## config.mk

```make
export PLATFORM = sky130hd
export DESIGN_NAME = fetch_ctrl
export DESIGN_NICKNAME = d
export VERILOG_FILES = /design/src/rtl/fetch_ctrl_pkg.sv /design/src/rtl/fetch_ctrl_if_id_reg.sv /design/src/rtl/fetch_ctrl.sv
export SDC_FILE = /design/constraint.sdc
export NUM_CORES = 1
export LEC_CHECK = 0
export ABC_AREA = 1
export ABC_CLOCK_PERIOD_IN_PS = 2200
export CORE_UTILIZATION = 40
export DETAILED_ROUTE_END_ITERATION = 16
export PLACE_DENSITY = 0.72
export SYNTH_ARGS = -nofsm -noshare
export SYNTH_HDL_FRONTEND = slang
export SYNTH_SLANG_ARGS = --single-unit
```

## constraint.sdc

```tcl
create_clock -name clk -period 2.2 [get_ports clk]
set_input_delay 0.22 -clock clk [delete_from_list [all_inputs] [get_ports clk]]
set_output_delay 0.22 -clock clk [all_outputs]
set_load 0.005 [all_outputs]
```

## src/rtl/fetch_ctrl_pkg.sv

```systemverilog
// defs: shared constants and state encoding for the instruction fetch stage.
package defs;
  localparam logic [31:0] RESET_VECTOR = 32'd16;
  localparam logic [31:0] INST_NOP = 32'h0000_0013;
  localparam logic [31:0] MEM_SIZE = 32'd256;
  typedef enum logic [1:0] {RUN, STALL, HALT} fetch_state_t;
  function automatic logic bad_addr(input logic [31:0] a);
    return (a[1:0] != 2'b00) || (a > MEM_SIZE);
  endfunction
endpackage

```

## src/rtl/fetch_ctrl_if_id_reg.sv

```systemverilog
// if_id_reg: IF/ID pipeline register holding its contents until loaded or flushed.
module if_id_reg
  import defs::*;
(
  input  logic        clk,
  input  logic        rst_n,
  input  logic        load,
  input  logic        flush,
  input  logic [31:0] in_inst,
  input  logic [31:0] in_pc,
  output logic        valid,
  output logic [31:0] inst,
  output logic [31:0] pc
);
  always_ff @(posedge clk) begin
    if (!rst_n) begin
      valid <= 1'b0;
      inst <= INST_NOP;
      pc <= 32'd0;
    end else if (flush) begin
      valid <= 1'b0;
    end else if (load) begin
      valid <= 1'b1;
      inst <= in_inst;
      pc <= in_pc;
    end
  end
endmodule

```

## src/rtl/fetch_ctrl.sv

```systemverilog
// fetch_ctrl: PC sequencing, stall/redirect handling and sticky fault halt for instruction fetch.
module fetch_ctrl
  import defs::*;
#(
  parameter logic [31:0] RESET_VECTOR = defs::RESET_VECTOR
) (
  input  logic        clk,
  input  logic        rst_n,
  output logic [31:0] fetch_addr,
  input  logic [31:0] fetch_inst,
  input  logic        redirect_valid,
  input  logic [31:0] redirect_pc,
  output logic        out_valid,
  input  logic        out_ready,
  output logic [31:0] out_inst,
  output logic [31:0] out_pc,
  output logic        fault
);
  fetch_state_t state, state_n;
  logic [31:0] pc, pc_n;
  logic fault_n, load, flush;

  assign fetch_addr = pc;

  always_ff @(posedge clk) begin
    if (!rst_n) begin
      state <= RUN;
      pc <= RESET_VECTOR;
      fault <= 1'b0;
    end else begin
      state <= state_n;
      pc <= pc_n;
      fault <= fault_n;
    end
  end

  // STALL is only entered from RUN after pc passed its check, so the pc check applies to RUN only
  always_comb begin
    state_n = state;
    pc_n = pc;
    fault_n = fault;
    load = 1'b0;
    flush = 1'b0;
    if (state != HALT) begin
      if (redirect_valid) begin
        flush = 1'b1;
        if (bad_addr(redirect_pc)) begin
          fault_n = 1'b1;
          state_n = HALT;
        end else begin
          pc_n = redirect_pc;
          state_n = RUN;
        end
      end else if (state == RUN && bad_addr(pc)) begin
        flush = 1'b1;
        fault_n = 1'b1;
        state_n = HALT;
      end else if (!out_valid || out_ready) begin
        load = 1'b1;
        pc_n = pc + 32'd4;
        state_n = RUN;
      end else begin
        state_n = STALL;
      end
    end
  end

  if_id_reg u_if_id (
    .clk(clk),
    .rst_n(rst_n),
    .load(load),
    .flush(flush),
    .in_inst(fetch_inst),
    .in_pc(pc),
    .valid(out_valid),
    .inst(out_inst),
    .pc(out_pc)
  );
endmodule

```

==> results of run 1 <==
-- timing repair --
action,in CTS,in global routing
hold buffers,0,0
gates resized for setup,0,1
setup endpoints to repair,0,1
hold endpoints to repair,0,0
-- worst max-delay path, stage by stage (launching register included) --
cell and delay (ns):
dfxtp_1 0.36, inv_1 0.10, nand2_1 0.05, nor2_1 0.16
nand2_1 0.08, nor2_1 0.18, nand3_1 0.14, nand2_2 0.12
nand2_1 0.10, nand2_2 0.32, nand3_1 0.13, nand2_1 0.08
nor2_1 0.04
-- flip-flops by register name, indices dropped and copies added (netlist names) --
| signal | flops |
|---|---|
| fetch_addr | 32 |
| u_if_id.inst | 32 |
| u_if_id.pc | 32 |
| state | 2 |
| fault | 1 |
| u_if_id.valid | 1 |
-- path summary, 6_finish.rpt --
kind,cells after the start,end
max,12,fetch_addr[29]
min,2,u_if_id.inst[1]
max reg2reg,12,fetch_addr[29]
min reg2reg,2,u_if_id.inst[0]
-- cell type report --
| cell class | count | area (µm²) |
|---|---|---|
| flip-flops and latches | 100 | 2000 |
| inverters | 132 | 495 |
| repair buffers | 194 | 1910 |
| well taps | 176 | 220 |
| clock buffers | 11 | 243 |
| multi-input cells | 681 | 2790 |
| fillers | 1325 | 5530 |
| clock inverters | 5 | 60.1 |
-- per-layer routing --
layer  share of wire [%]  vias to the layer above
met4                 1.3                        0
met3                 6.2                       17
li1                    -                     3156
met5                   0                        -
met1                  48                     2504
met2                  45                      208
-- where the power goes --
group	switching (mW)	total [mW]	leakage, nW	internal, mW
clock network	0.699	1.62	0.146	0.918
logic	0.541	1.10	2.75	0.560
registers	0.103	2.05	0.819	1.95
total	1.34	4.77	3.72	3.43
-- metrics by stage --
step	instance area (µm²)	cells	power, mW	hold slack [ns]
floorplan	5450	949	2.61	0.355
global placement	7410	1283	3.18	0.462
detailed placement	7410	1283	3.19	0.458
CTS	7710	1299	4.81	0.297
global route	7720	1299	5.03	0.330
finish	7720	1299	4.77	0.316
-- synth_stat cells --
master and count:
or2_2 2, o21ai_0 16, dfxtp_1 100, a31oi_1 1, inv_1 128, nand2_2 2, o31ai_1 1, nand3_1 59
nand3_2 1, buf_2 17, mux2i_1 1, a21oi_1 8, inv_2 3, nand2_1 318, buf_1 1, clkbuf_1 16
ha_1 2, nand4_1 8, nand4_4 1, buf_4 2, nor2_1 248, clkinv_1 1, nor3_1 3, xor2_1 7
o21ai_1 2, nor2_2 1
-- cell families (layout without fill, tap and decap cells) --
kind of cell	count (synthesis)	count (layout)	share of synthesized area (%)
buf+inv	168	342	12.1
compound gates	28	28	2.64
xor+xnor	7	7	1.13
mux	1	1	0.184
fa+ha+maj	2	2	0.459
flops	100	100	36.7
simple gates	643	643	46.8
==> metrics.yaml, run 1 <==
sta:
  finalSetupTns_ns: 0
  finClkSkew_ns: 0.00653
  maxSlewViolCount: 0
  timing.final.crit_share_pct: 89.6
  fmax_mhz: 507
  rsz0062_at_grt: "no"
  finalSetupViolCount: 0
  slew_headroom_pct: 68.3
  period_minus_slack_ns: 1.97
  tightest_slew_ns: 0.476
  final_hold_viol_count: 0
  worst_slack_ns: 0.229
yosys:
  synthesis.nets: 1019
  synth_cell_type_count: 26
  syn_avg_cell_area_um2: 5.74
  netlist.area_leader.share_pct: 36.7
  synth_seq_cells: 100
  synthesis.instances: 949
  syn_area_um2: 5450
  ys_warn_count: 0
  synth.largest_area_cell: "dfxtp_1"
  yosysSeqAreaShare_pct: 36.7
  synth_area_leaders: "dfxtp_1, nand2_1, nor2_1, inv_1, nand3_1"
floorplanning:
  io_pins: 166
  start_util_pct: 41.1
  design.core.area_um2: 13200
  dieWidth_um: 119
  num_rows: 42
  die_area_um2: 14100
  die_h_um: 119
worst_hold_path:
  hp-start: "rst_n"
  hold_path.class: "input port to flop"
power:
  powerDensity_nw_per_um2: 618
  peakVddDrop_uv: 315
  p_leak_nw: 3.72
clocking:
  cts_htree_levels: 3
  cts_tree: "built"
  post_cts_buffers: 0
  insertion_delay_ns: 0.34
  clkTransAtPathRegs_ns: 0.07
  cts-root-buf: "clkbuf_16"
  clockBufferDepth: 2
  cts_sinks: 100
  cts_buffers: 9
global_route:
  grt_usage_pct: 22.1
  grt_pass1_wl_mm: 25.0
  first_global_vias: 5193
  gr-usage-met1_pct: 29.8
  met2_usage_pct: 36.0
  antenna_found_initial: 0
  grt_util_met3_pct: 3.76
  grt_busiest_layer: "met2"
  grt_overflow_total: 0
  grt_max_degree: 70
route:
  wl_per_cell_um: 11.9
  num_vias: 5885
  antenna_left: 0
  drtIter0Drc: 414
  totalWireLength_mm: 15.5
  route.detailed.drc: 0
  dr.pass1.iters: 5
  vias_per_cell: 4.53
critical_path:
  crit_arrival_ns: 2.21
  r2r_start: "fetch_addr[28]"
  critPathLaunchType: "flop"
  crit_path_end_kind: "flop"
  ff2ff_setup_slack_ns: 0.23
  cp_max_fo: 17
  startpoint: "fetch_addr[28]"
  worstPathRequired_ns: 2.44
  crit_type: "flop to flop"
placement:
  hpwl_mm: 11.2
  routabilityCongestion: 0.882
  io_buffers: 165
  place_ws_ns: 0.201
final_layout:
  syn2layout_area_growth_pct: 41.6
  final_util_pct: 58.3
  most-common-layout-cells: "nand2_1, nor2_1, clkdlybuf4s50_1"
  layout-drive-gt1-share_pct: 4.90
  antenna_cells: 0
  nNetsFinal: 1188
  final_common_cell: "nand2_1"
outcome:
  status: "finished, final reports clean"
job:
  max-cap-violations: 0
Note: power is estimated with default switching activity, not from simulation.
==> inputs of run 2 (changes only) <==
- ABC_CLOCK_PERIOD_IN_PS: 2200 -> 2500
- GPL_ROUTABILITY_DRIVEN: not set -> 0
- clock period: 2.2 -> 2.5 ns (I/O delays scaled with it)
==> metrics.yaml, run 2 (synthesis gave the netlist of run 1 again) <==
floorplanning:
  io_pins: 166  # unchanged
  design.core.area_um2: 13200  # unchanged
  dieWidth_um: 119  # unchanged
  num_rows: 42  # unchanged
  start_util_pct: 41.1  # unchanged
  die_area_um2: 14100  # unchanged
  die_h_um: 119  # unchanged
global_route:
  grt_pass1_wl_mm: 24.6  # -1.8%
  grt_overflow_total: 0  # unchanged
  grt_max_degree: 71  # +1.4%
  grt_usage_pct: 21.7  # -0.32 points
  antenna_found_initial: 0  # unchanged
  first_global_vias: 4977  # -4.2%
placement:
  hpwl_mm: 11.0  # -2.3%
  place_inst: 1270  # -1.0%
  io_buffers: 165  # unchanged
route:
  num_vias: 5845  # -0.68%
  wl_per_cell_um: 11.8  # -0.81%
  antenna_left: 0  # unchanged
  dr.pass1.iters: 5  # unchanged
  drtIter0Drc: 526  # +27%
  vias_per_cell: 4.55  # +0.40%
  route.detailed.drc: 0  # unchanged
  totalWireLength_mm: 15.2  # -1.9%
final_layout:
  seqCellArea_um2: 2000  # unchanged
  syn2layout_area_growth_pct: 39.5
  antenna_cells: 0  # unchanged
  nNetsFinal: 1175  # -1.1%
  fin_cells: 1285  # -1.1%
  final_common_cell: "nand2_1"
  most-common-layout-cells: "nand2_1, nor2_1, clkdlybuf4s50_1"
  layout-drive-gt1-share_pct: 3.70  # -1.2 points
  fillers: 1363  # +2.9%
  multi_input_area_um2: 2790  # unchanged
sta:
  slew_headroom_pct: 55.2  # -13 points
  fmax_mhz: 449  # -11%
  rsz0062_at_grt: "no"
  finalSetupTns_ns: 0  # unchanged
  final_hold_viol_count: 0  # unchanged
  period_minus_slack_ns: 2.23  # +0.256 ns
  finClkSkew_ns: 0.00776  # +0.00123 ns
  maxSlewViolCount: 0  # unchanged
  timing.final.crit_share_pct: 89.1  # -0.52 points
  finalSetupViolCount: 0  # unchanged
  tightest_slew_ns: 0.672  # +0.196 ns
worst_hold_path:
  hp-start: "rst_n"
  holdPathEnd: "u_if_id.inst[0]"
  hold_path_depth: 2  # unchanged
  hold_path.class: "input port to flop"
power:
  pwr-share-clk_pct: 35.5  # +1.6 points
  powerDensity_nw_per_um2: 558  # -9.7%
  peakVddDrop_uv: 288  # -8.6%
  p_int_mw: 3.08  # -10%
  p_comb_share_pct: 21.6  # -1.5 points
  share_seq_of_total_power_pct: 42.9  # about the same
  switching_share_pct: 27.4  # -0.80 points
  switchingPower_mw: 1.16  # -14%
  p_total_mw: 4.24  # -11%
  p_leak_nw: 3.64  # -2.0%
clocking:
  insertion_delay_ns: 0.35  # about the same
  cts_sinks: 100  # unchanged
  cts_resized: 0  # unchanged
  cts_tree: "built"
  clkTransAtPathRegs_ns: 0.07  # about the same
  cts_buffers: 9  # unchanged
  cts-root-buf: "clkbuf_16"
  post_cts_buffers: 0  # unchanged
  cts_htree_levels: 3  # unchanged
  clockBufferDepth: 2  # unchanged
  cts_hold_buf: 0  # unchanged
job:
  max-cap-violations: 0  # unchanged
critical_path:
  worstPathRequired_ns: 2.75  # +0.31 ns
  r2r-end: "u_if_id.pc[0]"
  crit_type: "flop to flop"
  critPathLaunchType: "flop"
  r2r_start: "fetch_addr[3]"
  ff2ff_setup_slack_ns: 0.27  # +0.04 ns
  crit_path_end_kind: "flop"
  cp_max_fo: 70  # +53
  crit_arrival_ns: 2.47  # +0.26 ns
  r2r_cells: 11  # -1
outcome:
  status: "finished, final reports clean"
==> run 2: cell type report <==
class | instances | share of cell area [%]
Clock buffer | 11 | 3.19
Clock inverter | 4 | 0.971
Tap cell | 176 | 2.90
Multi-Input combinational cell | 681 | 36.7
Inverter | 132 | 6.52
Sequential cell | 100 | 26.3
Timing Repair Buffer | 181 | 23.4
==> run 2: how the worst max path moves through the flow <==
| stage | startpoint | depth (start not counted) | endpoint |
|---|---|---|---|
| CTS | fetch_addr[3] | 11 | u_if_id.pc[0] |
| floorplan | fetch_addr[2] | 11 | u_if_id.inst[0] |
| finish | fetch_addr[3] | 11 | u_if_id.pc[0] |
| global placement | fetch_addr[3] | 11 | u_if_id.pc[23] |
| detailed placement | fetch_addr[3] | 11 | u_if_id.pc[0] |
| global route | fetch_addr[3] | 11 | u_if_id.pc[26] |
==> run 2: metal layers <==
layer  track usage, %  up-vias  wire (µm)
met5                0        -          0
met4             7.83        0        233
met3             3.19       19       1030
met2             34.7      202       6730
met1             29.6     2488       7180
li1                 -     3136          -
==> run 2: power by group through the flow <==
stage / sequential, mW / clock (mW) / combinational, mW
finish: 1.82 / 1.51 / 0.915
global route: 1.84 / 1.60 / 1.03
CTS: 1.82 / 1.54 / 0.921
detailed placement: 1.86 / 0 / 0.914
global placement: 1.86 / 0 / 0.909
floorplan: 1.85 / 0 / 0.443
==> run 2: worst max-delay path, cell delays in order, from the launching register on <==
cell and delay, ns:
dfxtp_1 0.45, inv_1 0.10, ha_1 0.18, nand3_1 0.09
o21ai_1 0.09, nand3_1 0.17, nand2_2 0.10, nand4_4 0.08
buf_4 0.54, nand2_1 0.14, nand2_1 0.10, nor2_1 0.04
==> run 2: through the flow <==
stage          cell area [µm²]  util [%]  setup slack [ns]  hold slack [ns]
6_report                  7600      57.4             0.274            0.392
5_1_grt                   7600      57.4            0.0140            0.413
4_1_cts                   7600      57.4             0.242            0.389
3_5_place_dp              7290      55.0             0.257            0.446
3_3_place_gp              7290      55.0             0.324            0.433
2_1_floorplan             5450         -             0.855            0.385
